--- src/rtl/vote_key_pkg.sv ---
// ---------------------------------------------------------------------------
// vote_key_pkg
// Shared types and helpers for the ballot-unit key capture block.
//   vote_state_t    : capture FSM states
//   MULTI_ERR_CNT_W : width of the optional multi-key event counter
//   MAX_CAND        : widest key vector onehot_to_idx can encode
//   onehot_to_idx() : binary index of the single set bit (LSB = index 0)
// ---------------------------------------------------------------------------
package vote_key_pkg;

    typedef enum logic [2:0] {
        IDLE    = 3'd0,
        ARMED   = 3'd1,
        SETTLE  = 3'd2,
        HOLD    = 3'd3,
        DONE    = 3'd4,
        RELEASE = 3'd5
    } vote_state_t;

    localparam int MULTI_ERR_CNT_W = 8;
    localparam int MAX_CAND        = 256;

    // OR of the indices of all set bits. For a one-hot input this is the
    // index of the set bit; callers only rely on it for one-hot vectors.
    // Unused upper bits are constant zero and fold away in synthesis.
    function automatic int unsigned onehot_to_idx(input logic [MAX_CAND-1:0] vec);
        int unsigned idx;
        idx = 0;
        for (int i = 0; i < MAX_CAND; i++) begin
            if (vec[i]) begin
                idx = idx | int'(i);
            end
        end
        return idx;
    endfunction

endpackage

--- src/rtl/onehot_check.sv ---
// ---------------------------------------------------------------------------
// onehot_check
// Combinational classifier for the synchronised key vector.
//   i_key       [N_CAND] : synchronised key lines
//   o_is_zero            : no key pressed
//   o_is_onehot          : exactly one key pressed
//   o_is_multi           : two or more keys pressed
//   o_idx       [IDX_W]  : binary index of the pressed key (meaningful only
//                          when o_is_onehot is high)
// ---------------------------------------------------------------------------
module onehot_check
    import vote_key_pkg::*;
#(
    parameter int N_CAND = 16,
    parameter int IDX_W  = $clog2(N_CAND)
) (
    input  logic [N_CAND-1:0] i_key,
    output logic              o_is_zero,
    output logic              o_is_onehot,
    output logic              o_is_multi,
    output logic [IDX_W-1:0]  o_idx
);

    logic [N_CAND-1:0]   w_low_cleared;
    logic [MAX_CAND-1:0] w_vec;

    // Clearing the lowest set bit leaves zero exactly when at most one bit
    // was set, which avoids a full popcount adder tree.
    assign w_low_cleared = i_key & (i_key - N_CAND'(1));

    assign o_is_zero   = (i_key == '0);
    assign o_is_onehot = !o_is_zero && (w_low_cleared == '0);
    assign o_is_multi  = !o_is_zero && (w_low_cleared != '0);

    always_comb begin
        w_vec                = '0;
        w_vec[N_CAND-1:0]    = i_key;
    end

    assign o_idx = IDX_W'(onehot_to_idx(w_vec));

endmodule

--- src/rtl/vote_key_capture.sv ---
// ---------------------------------------------------------------------------
// vote_key_capture
// Synchronises and debounces the candidate keys of a ballot unit, rejects
// multi-key presses and hands exactly one encoded vote per ballot opening to
// the tally unit over a valid/ready handshake.
//
// Ports
//   clk            : system clock
//   rst_n          : asynchronous active-low reset (synchronous release
//                    expected from the reset controller)
//   ballot_en      : ballot open level from the control unit
//   key_in [N_CAND]: raw asynchronous key lines, bit i = candidate i
//   vote_ready     : tally unit accepts the vote
//   vote_valid     : captured vote available
//   vote_idx [IDX_W]: encoded candidate index, held while vote_valid
//   multi_err      : one-cycle pulse per multi-key detection
//   busy           : high whenever the FSM is not IDLE
//   multi_err_cnt [8]: saturating multi-key event count (only when the
//                    MULTI_ERR_CNT_EN macro is defined)
// ---------------------------------------------------------------------------
module vote_key_capture
    import vote_key_pkg::*;
#(
    parameter int N_CAND        = 16,
    parameter int IDX_W         = $clog2(N_CAND),
    parameter int STABLE_CYCLES = 4,
    parameter int CNT_W         = $clog2(STABLE_CYCLES + 1)
) (
    input  logic                       clk,
    input  logic                       rst_n,
    input  logic                       ballot_en,
    input  logic [N_CAND-1:0]          key_in,
    input  logic                       vote_ready,
    output logic                       vote_valid,
    output logic [IDX_W-1:0]           vote_idx,
    output logic                       multi_err,
`ifdef MULTI_ERR_CNT_EN
    output logic [MULTI_ERR_CNT_W-1:0] multi_err_cnt,
`endif
    output logic                       busy
);

    localparam logic [CNT_W-1:0] CNT_MAX = CNT_W'(STABLE_CYCLES);

    // -----------------------------------------------------------------------
    // Two-flop synchroniser per key line
    // -----------------------------------------------------------------------
    logic [N_CAND-1:0] w_key_s;

    genvar gi;
    generate
        for (gi = 0; gi < N_CAND; gi++) begin : g_sync
            logic r_meta;
            logic r_stable;

            always_ff @(posedge clk or negedge rst_n) begin
                if (!rst_n) begin
                    r_meta   <= 1'b0;
                    r_stable <= 1'b0;
                end else begin
                    r_meta   <= key_in[gi];
                    r_stable <= r_meta;
                end
            end

            assign w_key_s[gi] = r_stable;
        end
    endgenerate

    // -----------------------------------------------------------------------
    // Key classification
    // -----------------------------------------------------------------------
    logic             w_is_zero;
    logic             w_is_onehot;
    logic             w_is_multi;
    logic [IDX_W-1:0] w_idx;

    onehot_check #(
        .N_CAND (N_CAND),
        .IDX_W  (IDX_W)
    ) u_onehot_check (
        .i_key       (w_key_s),
        .o_is_zero   (w_is_zero),
        .o_is_onehot (w_is_onehot),
        .o_is_multi  (w_is_multi),
        .o_idx       (w_idx)
    );

    // -----------------------------------------------------------------------
    // Capture FSM with registered outputs
    // -----------------------------------------------------------------------
    vote_state_t       r_state;
    logic [N_CAND-1:0] r_pattern;
    logic [CNT_W-1:0]  r_cnt;
    logic              r_vote_valid;
    logic [IDX_W-1:0]  r_vote_idx;
    logic              r_multi_err;
    logic              r_busy;

    always_ff @(posedge clk or negedge rst_n) begin
        if (!rst_n) begin
            r_state      <= IDLE;
            r_pattern    <= '0;
            r_cnt        <= '0;
            r_vote_valid <= 1'b0;
            r_vote_idx   <= '0;
            r_multi_err  <= 1'b0;
            r_busy       <= 1'b0;
        end else begin
            r_multi_err <= 1'b0;

            case (r_state)
                IDLE: begin
                    // A key already held when the ballot opens must be
                    // released before anything can be accepted.
                    if (ballot_en && w_is_zero) begin
                        r_state <= ARMED;
                        r_busy  <= 1'b1;
                    end
                end

                ARMED: begin
                    if (!ballot_en) begin
                        r_state <= IDLE;
                        r_busy  <= 1'b0;
                    end else if (w_is_onehot) begin
                        r_state   <= SETTLE;
                        r_pattern <= w_key_s;
                        r_cnt     <= CNT_W'(1);
                    end else if (w_is_multi) begin
                        r_multi_err <= 1'b1;
                        r_state     <= RELEASE;
                    end
                end

                SETTLE: begin
                    if (!ballot_en) begin
                        r_state <= IDLE;
                        r_busy  <= 1'b0;
                    end else if (w_key_s != r_pattern) begin
                        if (w_is_multi) begin
                            r_multi_err <= 1'b1;
                            r_state     <= RELEASE;
                        end else begin
                            // Bounce or a switch to another single key:
                            // start over quietly.
                            r_state <= ARMED;
                        end
                    end else if (r_cnt < CNT_MAX) begin
                        r_cnt <= r_cnt + CNT_W'(1);
                    end else begin
                        r_state      <= HOLD;
                        r_vote_valid <= 1'b1;
                        r_vote_idx   <= w_idx;
                    end
                end

                HOLD: begin
                    // Vote is committed: ballot_en and keys are ignored here.
                    if (r_vote_valid && vote_ready) begin
                        r_vote_valid <= 1'b0;
                        r_state      <= DONE;
                    end
                end

                DONE: begin
                    if (!ballot_en && w_is_zero) begin
                        r_state <= IDLE;
                        r_busy  <= 1'b0;
                    end
                end

                RELEASE: begin
                    if (w_is_zero) begin
                        if (ballot_en) begin
                            r_state <= ARMED;
                        end else begin
                            r_state <= IDLE;
                            r_busy  <= 1'b0;
                        end
                    end
                end

                default: begin
                    r_state      <= IDLE;
                    r_busy       <= 1'b0;
                    r_vote_valid <= 1'b0;
                end
            endcase
        end
    end

    assign vote_valid = r_vote_valid;
    assign vote_idx   = r_vote_idx;
    assign multi_err  = r_multi_err;
    assign busy       = r_busy;

`ifdef MULTI_ERR_CNT_EN
    // -----------------------------------------------------------------------
    // Saturating multi-key event counter, cleared only by reset
    // -----------------------------------------------------------------------
    logic [MULTI_ERR_CNT_W-1:0] r_multi_err_cnt;

    always_ff @(posedge clk or negedge rst_n) begin
        if (!rst_n) begin
            r_multi_err_cnt <= '0;
        end else if (r_multi_err && (r_multi_err_cnt != '1)) begin
            r_multi_err_cnt <= r_multi_err_cnt + MULTI_ERR_CNT_W'(1);
        end
    end

    assign multi_err_cnt = r_multi_err_cnt;
`endif

endmodule

--- config.mk ---
export PLATFORM = sky130hd
export DESIGN_NAME = vote_key_capture
export DESIGN_NICKNAME = d
export VERILOG_FILES = /design/src/rtl/vote_key_pkg.sv /design/src/rtl/onehot_check.sv /design/src/rtl/vote_key_capture.sv
export SDC_FILE = /design/constraint.sdc
export NUM_CORES = 1
export LEC_CHECK = 0
export CORE_ASPECT_RATIO = 1.25
export CORE_UTILIZATION = 53
export CTS_BUF_LIST = sky130_fd_sc_hd__clkbuf_8
export DETAILED_ROUTE_END_ITERATION = 7
export PLACE_DENSITY = 0.82
export SLEW_MARGIN = 30
export SYNTH_ARGS = -nofsm -noshare
export SYNTH_HDL_FRONTEND = slang
export SYNTH_SLANG_ARGS = --single-unit
--- constraint.sdc ---
create_clock -name clk -period 2.7 [get_ports clk]
set_clock_uncertainty 0.2 [all_clocks]
set_input_delay 0.675 -clock clk [delete_from_list [all_inputs] [get_ports clk]]
set_output_delay 0.675 -clock clk [all_outputs]
set_load 0.02 [all_outputs]
Yosys cells after proc, flatten, opt, wreduce, memory -nomap -nowiden
Index checks and enable logic that the tools add are counted.

Bitwise operators: 5. Eq/ne operators: 18. Muxes and demuxes: 50. Magnitude comparators: 1. $add $sub $neg: 2. Reduce and logical (&&, ||, !) cells: 20.

Operators by type and width (count): 3-bit two-way mux (20); 16-bit logical NOT (2); 4-bit two-way mux (8); 3-bit one-hot mux with 6 select lines (1); 16-bit AND (1); 16-bit inequality test (1); 2-bit inequality test, second input constant (8); 16-bit nonzero test (1); 16-bit by 1-bit subtractor with 16-bit output, second input constant (1); 1-bit two-way mux (15); 6-bit AND reduction (2); 4-bit AND reduction (2); 3-bit by 2-bit equality test with 1-bit output, second input constant (2); 3-bit equality test, second input constant (2); 3-bit one-hot mux with 2 select lines (1); 1-bit logical AND (5); 1-bit one-hot mux with 5 select lines (1); 5-bit AND reduction (1); 2-bit two-way mux (2); 2-bit by 1-bit inequality test with 1-bit output, second input constant (2); 4-bit by 2-bit inequality test with 1-bit output, second input constant (1); 4-bit inequality test, second input constant (1); 1-bit NOT (4); 4-bit OR reduction (1); other kinds (10) (11).

Bits in registers: 61. Output and inout port bits: 7. Logic and storage cells: 135. Bits of input ports: 20.

Longest topological paths before layout
Gate-level depths: netlist (run 1).

Depth in word-level cells: 15. Gate-level depth with buffers: 9.

Cells and area by module
A second synthesis (run 1) with hierarchy kept.

Cells, all modules: 202. Area, all modules: 2600.0 sq um.

Modules (own cells, without submodules): vote_key_capture (times used 1, area an instance 2346.0 sq um, cells each 163); onehot_check (times used 1, area an instance 254.0 sq um, cells each 39).

Worst setup path after synthesis (run 1)
No wires, ideal clock.

Kind: reg-to-reg. Start: register g_sync[1].r_stable. End: register r_pattern[10]. Buffers on the path: 2. Clock period less this slack: 2.899 ns. Stages on the path, launching flop included: 9. Path slack: -0.199 ns. Arrival: 2.574 ns. Setup time: 0.125 ns. Cells stage by stage: dfrtp_1 > or4_4 > or4_1 > o2bb2ai_2 > o2111a_1 > nor3b_2 > buf_6 > buf_12 > mux2_4.

Longest elaborated chain between the ends: 5. Elaborated cells on any way between the ends: 7. Those cells by class: 1 x add/sub; 1 x bitwise; 5 x reduce/logical.

Ends and longest elaborated chain: start: declaration (line vote_key_capture.sv:54) `logic r_stable;`; start signal: assignment (line vote_key_capture.sv:62) `r_stable <= r_meta;`; 16-bit by 1-bit subtractor with 16-bit output (line onehot_check.sv:29) `assign w_low_cleared = i_key & (i_key - N_CAND'(1));`; 16-bit AND (line onehot_check.sv:29); 16-bit logical NOT (line onehot_check.sv:32) `assign o_is_onehot = !o_is_zero && (w_low_cleared == '0);`; 1-bit logical AND * (line onehot_check.sv:32); 3-bit AND reduction (no source line) *; end signal: assignment (line vote_key_capture.sv:128) `r_pattern <= w_key_s;`; end: declaration (line vote_key_capture.sv:93) `logic [N_CAND-1:0] r_pattern;`.

Mark *: on every way between the ends. The rest lies on a longest branch, timed or not. A chain may end at the register's enable or synchronous reset.

Worst setup path in the final report (run 1)
Start: register g_sync[0].r_stable. End: register r_pattern[4].

Longest elaborated chain between the ends: 5. Elaborated cells on any way between the ends: 7. Those cells by class: 1 x add/sub; 1 x bitwise; 5 x reduce/logical.

Ends and longest elaborated chain (line): start: declaration (vote_key_capture.sv:54); start signal: assignment (vote_key_capture.sv:62); 16-bit by 1-bit subtractor with 16-bit output (onehot_check.sv:29); 16-bit AND (onehot_check.sv:29); 16-bit logical NOT (onehot_check.sv:32); 1-bit logical AND * (onehot_check.sv:32); 3-bit AND reduction (no source line) *.

Marks and branches as above.

==> run_results.csv, run 1 <==
group,metric,value,unit
run_status,outcome,"finished with violations",
run_status,failed_checks,"setup timing",
clock_network,postCtsHoldBufs,0,
sta,slew_viol_final,0,
place,place_ws,-287,ps
flow_run,cap_violations,0,
detailed_routing,viasPerCell,5.67,
hold_path,worstHoldPathType,"in2async",
detailed_routing,totalWireLength,5810,µm
final_layout,nets,308,
power_and_ir_drop,p_clk_frac,0.403,
floorplan,die_w,65.1,µm
clock_network,clock-sinks,61,
sta,rsz0062_at_grt,"true",
critical_path,crit_arrival,2920,ps
sta,fmax,345,MHz
power_and_ir_drop,switching_share,0.243,
floorplan,io_pins,27,
grt,grt_pass1_vias,2094,
floorplan,die-height,80.9,µm
synthesis,yosys_warnings,0,
power_and_ir_drop,internal_power,1690,µW
critical_path,r2r_setup_slack,-200,ps
clock_network,path_clk_slew,70,ps
sta,setup_ws,-202,ps
sta,tightest_slew,537,ps
final_layout,final_common_cell,"dfrtp_1",
detailed_routing,dr.pass1.iters,4,
final_layout,finalCoreUtilization,0.747,
floorplan,dieArea,0.00526,mm²
synthesis,ys_ff_latch,61,
place,place_congestion,0.906,
sta,fin_crit,2900,ps
clock_network,cts_tree,"built",
place,io_buffer_count,26,
power_and_ir_drop,p_leak,0.00164,µW
grt,grt-ovfl-total,0,
critical_path,critPathMaxFanout,7,
power_and_ir_drop,vdd_drop_max,0.507,mV
detailed_routing,vias,1996,
sta,final.setup.tns,-3260,ps
synthesis,async_flop_share,1.00,
final_layout,instances_no_fill,352,
detailed_routing,drc_errors,0,
grt,antenna_found_initial,0,
sta,setup_viol,20,
place,post-dp-hpwl,3830,µm
synthesis,syn-num-nets,236,
detailed_routing,drtAntennaViolNets,0,
sta,max_slew_margin,0.642,
grt,grt_pass1_wl,9300,µm
place,dp_cells,329,
synthesis,yosysSeqAreaShare,0.579,
power_and_ir_drop,power_switching,543,µW
detailed_routing,drt-initial-drc-count,123,
grt,grt_start_max_net_pins,41,
critical_path,end_kind,"flop",
clock_network,cts.htree.levels,3,
synthesis,syn_area,0.00264,mm²
clock_network,numCtsBuffers,9,
final_layout,final_cell_mix,"61 x dfrtp_1, 42 x buf_4, 25 x clkdlybuf4s50_1",
clock_network,ctsRootBufferMaster,"clkbuf_8",
synthesis,synth_edf_count,0,
critical_path,cp-start-kind,"flop",
detailed_routing,wl_per_cell,16.5,µm
final_layout,design_area,0.00356,mm²
power_and_ir_drop,power_frac_comb,0.153,
clock_network,insertion_delay,340,ps
final_layout,diodes,0,
synthesis,syn_avg_cell_area,12.3,µm²
power_and_ir_drop,power.share.sequential,0.444,
grt,track_usage,0.246,
critical_path,crit_type,"reg2reg",
place,place_area,0.00320,mm²
synthesis,yosysUniqueCellTypes,47,
synthesis,postSynthCellCount,215,
final_layout,final_layout_size_suffix_gt1_frac,0.312,
synthesis,synthFlopType,"dfrtp_1",
sta,fin_crit_sh,1.07,
floorplan,initial_core_util,0.554,
clock_network,cts_buffer_depth,2,
sta,hold_viol,0,
final_layout,synthToLayoutAreaGrowth,35.0,%
power_and_ir_drop,power_density,628,mW/mm²
floorplan,rows,28,
critical_path,critPathRequiredTime,2720,ps
floorplan,coreArea,0.00476,mm²
==> logic make-up (layout without fill, tap and decap cells) <==
| kind of cell | count (synthesis) | after routing | synth area share |
|---|---|---|---|
| flip-flops | 61 | 61 | 0.579 |
| AND/OR/NAND/NOR | 58 | 58 | 0.117 |
| AO/OA/AOI/OAI | 40 | 40 | 0.112 |
| multiplexers | 20 | 20 | 0.0954 |
| buffers and inverters | 18 | 95 | 0.0346 |
| XOR/XNOR | 16 | 16 | 0.0531 |
| adder cells (fa/ha/maj) | 2 | 2 | 0.00854 |
==> path summary, 6_finish.rpt <==
kind,start,to,cells after the start
worst max-delay path,g_sync[0].r_stable,r_pattern[4],7
worst min-delay path,rst_n,r_cnt[1],1
worst max register to register,g_sync[0].r_stable,r_pattern[4],7
worst min register to register,g_sync[10].r_meta,g_sync[10].r_stable,0
max in group asynchronous,rst_n,g_sync[4].r_meta,2
min in group clk,g_sync[10].r_meta,g_sync[10].r_stable,0
==> sequential cells by signal (all words and copies together) (netlist names) <==
register         flops
g_sync.r_meta       16
r_pattern           16
vote_idx             4
g_sync.r_stable     16
busy                 1
multi_err            1
r_state              3
r_cnt                3
vote_valid           1
==> synthesized netlist by cell type (all sizes together), types with 2 or more instances <==
cell type,number,area [µm²]
and3,2,12.5
dfrtp,61,1530
nor3,9,45.0
a21oi,11,55.1
or4,2,18.8
nand3,5,25.0
nor2,12,45.0
or3,2,12.5
or2,3,18.8
o41ai,2,17.5
mux2,20,251
nor4,8,50.1
buf,2,31.3
o22ai,2,12.5
clkbuf,8,30.0
nand2,9,33.8
nand4,2,12.5
inv,8,30.0
a211oi,3,27.5
o21a,2,15.0
xor2,16,140
o21ai,4,20.0
a211o,2,17.5
==> power groups by stage <==
stage | Clock (µW) | Combinational (µW) | Sequential [µW]
2_1_floorplan | 0 | 155 | 1020
3_3_place_gp | 0 | 316 | 1010
3_5_place_dp | 0 | 323 | 1010
4_1_cts | 917 | 334 | 994
5_1_grt | 957 | 370 | 998
6_report | 902 | 342 | 994
==> per-stage QoR <==
| step | power, µW | hold slack, ps |
|---|---|---|
| floorplan | 1180 | 131 |
| global placement | 1320 | 132 |
| detailed placement | 1330 | 137 |
| CTS | 2240 | 116 |
| global route | 2320 | 141 |
| finish | 2240 | 108 |
==> final cells by class <==
cell class,count,area (µm²)
flip-flops and latches,61,1530
fillers,328,1200
multi-input cells,136,1090
repair buffers,71,613
clock buffers,11,151
clock inverters,5,75.1
well taps,60,75.1
inverters,8,30.0
==> worst max-delay path, stage by stage (launching register included) <==
cell       delay [ps]
dfrtp_1           420
or4_4             570
or4_4             450
o2bb2ai_4         140
o2111a_1          210
nor3b_4           280
buf_6             210
mux2_4            310
==> per-layer routing <==
layer  wire length [µm]  GRT usage  vias to the layer above
met5                  0          0                        -
met4                229      0.167                        0
met3                231     0.0716                       21
met2               3080      0.427                       65
met1               2270      0.257                      993
li1                   -          -                      917
==> what timing repair did <==
action,CTS,global route
endpoints found under the setup margin,19,20
pin swaps,0,1
cloned,0,1
buffers inserted,4,2
resized for setup,11,7
No activity file was read; power rests on OpenSTA's default activity.
==> run 2: changes to the inputs <==
- CELL_PAD_IN_SITES_DETAIL_PLACEMENT: unset -> 1
- CELL_PAD_IN_SITES_GLOBAL_PLACEMENT: unset -> 1
- CORE_UTILIZATION: 53 -> 43
- CTS_CLUSTER_DIAMETER: unset -> 40
- SKIP_LAST_GASP: unset -> 1
==> run_results.csv, run 2 (synthesis results as in run 1) <==
group,metric,value,unit
final_layout,finalCoreUtilization,0.648,
detailed_routing,drt-initial-drc-count,84,
grt,track_usage,0.248,
grt,grt-ovfl-total,0,
floorplan,coreArea,0.00586,mm²
critical_path,worst_r2r_path_depth,10,
sta,setup_ws,-343,ps
critical_path,end_kind,"flop",
final_layout,diodes,0,
critical_path,cp_slowest_cell,"dfrtp_2",
flow_run,cap_violations,0,
final_layout,instances_no_fill,387,
critical_path,critPathMaxFanout,7,
detailed_routing,viasPerCell,5.58,
sta,tightest_slew,618,ps
clock_network,numCtsBuffers,9,
sta,setup_viol,22,
final_layout,final_layout_size_suffix_gt1_frac,0.384,
detailed_routing,dr.pass1.iters,4,
grt,antenna_found_initial,0,
detailed_routing,vias,2158,
critical_path,slowest_delay,430,ps
power_and_ir_drop,vdd_drop_max,0.514,mV
place,post-dp-hpwl,4540,µm
final_layout,reg_top3,"g_sync.r_meta x16, g_sync.r_stable x16, r_pattern x16",
detailed_routing,drtAntennaViolNets,0,
power_and_ir_drop,power_density,626,mW/mm²
detailed_routing,drc_errors,0,
detailed_routing,wl_per_cell,21.0,µm
critical_path,cp-start-kind,"flop",
run_status,outcome,"finished with violations",
final_layout,seqCellArea,0.00153,mm²
place,place_congestion,0.848,
clock_network,path_clk_slew,80,ps
final_layout,nets,321,
clock_network,cts_buffer_depth,2,
critical_path,path_delay_family,"buffers and inverters",
final_layout,final_cell_mix,"60 x dfrtp_1, 52 x buf_4, 25 x clkdlybuf4s50_1",
clock_network,insertion_delay,360,ps
floorplan,io_pins,27,
critical_path,r2r_setup_slack,-340,ps
floorplan,die_w,72.1,µm
grt,grt_start_max_net_pins,38,
floorplan,rows,31,
sta,fin_crit_sh,1.13,
run_status,failed_checks,"setup timing",
final_layout,multi_input_area,0.00117,mm²
clock_network,ctsRootBufferMaster,"clkbuf_8",
clock_network,cts_tree,"built",
sta,fmax,329,MHz
sta,slew_viol_final,0,
place,io_buffer_count,26,
clock_network,cts.htree.levels,3,
floorplan,initial_core_util,0.450,
final_layout,num-fill-cells,572,
power_and_ir_drop,p_leak,0.00174,µW
sta,rsz0062_at_grt,"true",
sta,hold_viol,0,
grt,grt_pass1_vias,2277,
place,dp_cells,353,
hold_path,worstHoldPathType,"in2async",
critical_path,crit_arrival,3080,ps
final_layout,synthToLayoutAreaGrowth,43.8,%
critical_path,critPathRequiredTime,2740,ps
critical_path,rr_endpoint,"r_pattern[6]",
critical_path,r2r_start,"g_sync[0].r_stable",
final_layout,final_common_cell,"dfrtp_1",
sta,max_slew_margin,0.588,
critical_path,worst-path-buf-inv,4,
critical_path,path_cells,"buf_6 > nor4_4 > buf_4 > nand2_1 > a2111oi_2 > buf_4 > o2111a_1 > nor3b_4 > buf_6 > mux2_2",
detailed_routing,totalWireLength,8130,µm
sta,fin_crit,3040,ps
floorplan,die-height,89.6,µm
clock_network,clock-sinks,61,
critical_path,crit_type,"reg2reg",
grt,grt_pass1_wl,11400,µm
floorplan,dieArea,0.00645,mm²
[run 2: cell count changes in the layout (fill, tap and decap cells not counted), moves of 2 or more]
cell | previous run | this run
mux2_2 | 4 | 7
nor4_1 | 7 | 5
buf_6 | 2 | 5
a21oi_1 | 11 | 9
clkbuf_8 | 11 | 9
buf_4 | 42 | 52
mux2_4 | 16 | 13
o21ai_0 | 4 | 2
[run 2: worst max-delay path by stage]
stage                                   from            end  cells after the start
after global placement             ballot_en   r_pattern[3]                      8
after global routing      g_sync[0].r_stable   r_pattern[6]                     10
after CTS                 g_sync[1].r_stable   r_pattern[5]                      7
after detailed placement           ballot_en   r_pattern[0]                      8
after floorplan           g_sync[0].r_stable  r_pattern[10]                      8
final                     g_sync[0].r_stable   r_pattern[6]                     10
[run 2: metrics by stage]
step           TNS, ps  area (µm²)  total power [µW]  setup WS, ps  hold slack, ps
2_1_floorplan     -640        2640              1180         -91.4             131
3_3_place_gp     -4940        3250              1330          -300             133
3_5_place_dp     -5940        3250              1340          -358             136
4_1_cts          -3110        3620              2340          -202             137
5_1_grt          -8540        3790              2450          -465             156
6_report         -5620        3790              2370          -343             136
[run 2: power breakdown]
group          leakage (µW)  internal [µW]  switching, µW
logic              0.000862            189            201
clock network      0.000121            609            375
registers          0.000754            962           37.0
total               0.00174           1760            613
[run 2: what timing repair did]
item / 4_1_cts / 5_1_grt
pin swaps: 3 / 8
gates cloned: 1 / 0
resized for setup: 13 / 24
endpoints found under the setup margin: 25 / 25
hold buffers: 0 / 0
buffers inserted: 9 / 9
[run 2: per-layer routing]
metal  up-vias  routed length [µm]  GRT usage  share of wire
li1        943                   -          -              -
met2        80                4350      0.442           0.53
met5         -                   0          0              0
met1      1094                2990      0.259           0.37
met3        41                 365     0.0722          0.045
met4         0                 424      0.155          0.052
[run 2: layout make-up]
class	count	area share
Tap cell	82	0.0271
Timing Repair Buffer	84	0.190
Clock inverter	7	0.0304
Sequential cell	61	0.403
Clock buffer	9	0.0327
Inverter	8	0.00792
Multi-Input combinational cell	136	0.309
